**src/rtl/uart_tx_arbiter.sv**
```systemverilog
// uart_tx_arbiter: round-robin arbiter sharing one uart_tx between N_REQ byte producers
module uart_tx_arbiter #(
  parameter int N_REQ    = 4,
  parameter int TIMEOUT  = 4096,
  parameter int IDLE_GAP = 2
) (
  input  logic                     clk,
  input  logic                     rst,
  input  logic [N_REQ-1:0]         req,
  input  logic [8*N_REQ-1:0]       req_data,
  output logic [N_REQ-1:0]         gnt,
  output logic [$clog2(N_REQ)-1:0] owner,
  output logic                     busy,
  output logic                     timeout,
  output logic                     tx_send,
  output logic [7:0]               tx_data,
  input  logic                     tx_done
);
  localparam int OW = $clog2(N_REQ);
  localparam int CW = $clog2(TIMEOUT + IDLE_GAP + 1);
  typedef enum logic [1:0] {ARB, SEND, WAIT, GAP} state_t;
  state_t state, state_n;
  logic [CW-1:0] cnt, cnt_n;
  logic [OW-1:0] last, last_n, owner_n, sel;
  logic [N_REQ-1:0] gnt_n;
  logic [7:0] data_n;
  logic send_n, tmo_n, hit;
  // pick the first requester after the last granted one, wrapping around
  always_comb begin
    sel = last;
    hit = 1'b0;
    for (int k = 1; k <= N_REQ; k++)
      if (!hit && req[(int'(last) + k) % N_REQ]) begin
        sel = OW'((int'(last) + k) % N_REQ);
        hit = 1'b1;
      end
  end
  // next-state and next registered outputs; one counter serves both watchdog and idle gap
  always_comb begin
    state_n = state;
    cnt_n   = cnt;
    gnt_n   = '0;
    send_n  = 1'b0;
    tmo_n   = 1'b0;
    data_n  = tx_data;
    owner_n = owner;
    last_n  = last;
    case (state)
      ARB: if (hit) begin
        data_n  = req_data[8*sel +: 8];
        owner_n = sel;
        last_n  = sel;
        gnt_n   = N_REQ'(1) << sel;
        send_n  = 1'b1;
        state_n = SEND;
      end
      SEND: begin
        cnt_n   = '0;
        state_n = WAIT;
      end
      WAIT: begin
        cnt_n = cnt + CW'(1);
        if (tx_done) begin
          cnt_n   = '0;
          state_n = IDLE_GAP == 0 ? ARB : GAP;
        end else if (cnt == CW'(TIMEOUT - 1)) begin
          tmo_n   = 1'b1;
          state_n = ARB;
        end
      end
      default: begin
        cnt_n   = cnt + CW'(1);
        state_n = cnt + CW'(1) >= CW'(IDLE_GAP) ? ARB : GAP;
      end
    endcase
  end
  // state and output registers; reset makes requester 0 the first in line
  always_ff @(posedge clk or posedge rst)
    if (rst) begin
      state   <= ARB;
      cnt     <= '0;
      gnt     <= '0;
      tx_send <= 1'b0;
      timeout <= 1'b0;
      tx_data <= '0;
      owner   <= '0;
      last    <= OW'(N_REQ - 1);
      busy    <= 1'b0;
    end else begin
      state   <= state_n;
      cnt     <= cnt_n;
      gnt     <= gnt_n;
      tx_send <= send_n;
      timeout <= tmo_n;
      tx_data <= data_n;
      owner   <= owner_n;
      last    <= last_n;
      busy    <= state_n != ARB;
    end
endmodule

```
**config.mk**
```make
export PLATFORM = sky130hd
export DESIGN_NAME = uart_tx_arbiter
export DESIGN_NICKNAME = d
export VERILOG_FILES = /design/src/rtl/uart_tx_arbiter.sv
export SDC_FILE = /design/constraint.sdc
export NUM_CORES = 1
export LEC_CHECK = 0
export BUFFER_PORTS_ARGS = -buffer_cell sky130_fd_sc_hd__buf_2
export CAP_MARGIN = 20
export CORE_UTILIZATION = 52
export DETAILED_ROUTE_END_ITERATION = 8
export GPL_TIMING_DRIVEN = 0
export PLACE_DENSITY = 0.84
export SLEW_MARGIN = 5
export SYNTH_ARGS = -nofsm -noshare
export SYNTH_HDL_FRONTEND = slang
export SYNTH_SLANG_ARGS = --single-unit
export TNS_END_PERCENT = 5
```
**constraint.sdc**
```tcl
create_clock -name clk -period 2.5 [get_ports clk]
set_input_delay 0.375 -clock clk [delete_from_list [all_inputs] [get_ports clk]]
set_output_delay 0.375 -clock clk [all_outputs]
set_load 0.03 [all_outputs]
```
==> reports/summary.txt <==
Status: finished clean
Sequential area share after synthesis: 0.419
XOR/XNOR Fraction of Synth Area: 0.0258
Register area: 853 sq um
Vias after detailed routing: 1820
Mapped Area: 2040 sq um
Post-Route WL: 4580 microns
Die area: 4170 sq um
Peak supply drop: 0.767 mV
Slew margin rel.: 0.576
Core Rows: 22
Yosys warnings: 0
Synth Area in Adders: 0.0369
Dpl cell area: 2400 sq um
Final hold vios: 0
CP endpoint kind: flop
Arrival time worst endpoint: 2450 ps
Slew Limit Fails: 0
WS Path Type: flop to flop
Via-to-Cell Ratio: 5.53
# port buffers: 55
Synth top cells by count: 32 x dfrtp_1, 30 x nand2_1, 20 x o21ai_0, 16 x mux2i_1, 15 x nor2_1
Most instantiated library cell after synthesis: dfrtp_1
Max Cap Viol: 0
Detailed Routing Iterations Pass 1: 4
Post-route ant nets: 0
I/O pin total: 56
Final Setup Violations: 0
Worst Path Required: 2720 ps
Initial antenna violation count: 0
Drt wl/cell: 13.9 microns
Mux cell area share after synthesis: 0.0897
Final Non-Filler Cells: 329
CP max-delay cell: or4b_4
First-pass GRT wire length: 7350 microns
Nets@finish: 325
Worst Slack Setup Final: 276 ps
Crit path max fanout: 6
Setup repair after global routing missed its margin: no
Cts repair resizes: 0
Fin crit share: 0.890
Fin area: 2520 sq um
Post-Syn Nets: 262
Hold WS: 153 ps
Seq cells post-synth: 34
Initial drt markers: 80
Inserted Diodes: 0
GRT Resource Usage Total: 0.233
H-tree lvl count: 2
Largest family of logic cells by synthesized area: simple AND/OR/NAND/NOR gates
Critical-path cell list: ha_1, nand2_1, o21ai_0, nor4b_2, or4b_4, o21ai_1
Max Fclk: 450 MHz
Die extent in x: 64.6 microns
Clock buffer depth: 2
Pin count of the biggest net entering global routing: 22
Final GP Congestion: 0.821
Syn Inst Count: 217
Compound-Gate Fraction of Synth Area: 0.180
Setup TNS: 0 ps
Clock Pin Slew Worst Setup and Hold Paths: 70 ps
DRC violations left: 0
Starting Density: 0.548
Layout area overhead: 23.5%
Post-CTS setup buffers: 0
Fillcell total: 292
Clk_lat worst skew: 290 ps
Final total power: 2.89 mW
Minimum clock period: 2220 ps
Simple-Gate Fraction of Synth Area: 0.204
FFs w/ async S/R, synth: 1.00
Top cells by area, synth: dfrtp_1 39%, mux2i_1 7.9%, nand2_1 5.5%
Num Clock Sinks: 34
Fraction of layout cells with a size suffix above 1: 0.288
Yosys cell types: 52
Hold buffers post-CTS: 0
CP startpoint kind: flop
Placed Cells: 321
Yosys top cell area share: 0.393
Crit-path max cell delay: 530 ps
Pleak: 1.22 nW
Gr ovfl total: 0
Cells on worst reg2reg path: 6
Avg Synthesized Cell Area: 9.39 sq um
Hpwl dp: 3370 microns
Hold crit path type: input port to async pin
Clock root cell: clkbuf_8
Layout Skew: 7.65 ps
Most used DFF post-synth: dfrtp_1
Post-synth EDFFs: 0
CTS Buf Count: 5
Cell Pwr Density: 1150 nW/um^2
Vias in the first global route: 1651
Utilization after layout: 0.677
Die height: 64.6 microns
CORE AREA: 3720 sq um
Setup WS pre-CTS: 323 ps
Multi-input gate area: 1090 sq um
CTS tree: yes
Slew @ Worst Pin: 635 ps
Area leader, netlist: dfrtp_1
==> registers in the layout, summed over array words and instances, names as in the netlist <==
| name | flops |
|---|---|
| last | 2 |
| cnt | 13 |
| busy | 1 |
| state | 2 |
| timeout | 1 |
| tx_send | 1 |
| owner | 2 |
| gnt | 4 |
| tx_data | 8 |
==> worst paths after layout <==
kind / start / endpoint / slack, ps
setup reg to reg: cnt[0] / busy / 280
setup / recovery: cnt[0] / busy / 280
hold reg to reg: tx_data[0] / tx_data[0] / 490
max in group asynchronous: rst / last[0] / 1750
min in group clk: req_data[24] / tx_data[0] / 400
hold / removal: rst / cnt[11] / 150
==> worst max-delay path: cells and delay by family (launching register included) <==
kind | cells | cell delay (ps)
compound gates | 2 | 370
fa+ha+maj | 1 | 330
flops | 1 | 480
simple gates | 3 | 980
==> cell type report <==
type | count | share of cell area
Inverter | 8 | 0.0119
Multi-Input combinational cell | 163 | 0.434
Timing Repair Buffer | 56 | 0.120
Sequential cell | 34 | 0.339
Tap cell | 48 | 0.0239
Clock buffer | 7 | 0.0343
Buffer | 12 | 0.0244
Clock inverter | 1 | 0.0119
==> layer usage <==
metal / up-vias / GRT usage / wire length, microns
met5: - / 0 / 0
met4: 0 / 0.125 / 110
met3: 14 / 0.0475 / 148
met2: 45 / 0.378 / 2270
met1: 858 / 0.291 / 2060
li1: 903 / - / -
==> cell families after synthesis <==
logic type | count (synthesis)
AOI/OAI and AO/OA | 55
xor gates and xnor gates | 6
adders and majority gates | 6
buffers and inverters | 20
DFF | 34
muxes | 18
and+or+nand+nor | 78
==> power breakdown <==
group / leakage (nW) / switching [mW] / internal, mW
registers: 0.438 / 0.122 / 0.742
logic: 0.723 / 0.952 / 0.542
clock network: 0.0585 / 0.207 / 0.325
==> cell usage in the layout, fill, tap and decap left out, drive strengths merged, types with 6 or more instances in the layout <==
master / synthesis / final
nand2b: 6 / 6
nor2: 16 / 16
a21oi: 8 / 8
dfrtp: 32 / 32
mux2i: 16 / 16
buf: 6 / 62
ha: 6 / 6
o221ai: 8 / 8
clkbuf: 6 / 13
inv: 8 / 8
nand2: 30 / 30
o21ai: 23 / 23
Power figures use the tool's default switching activity.
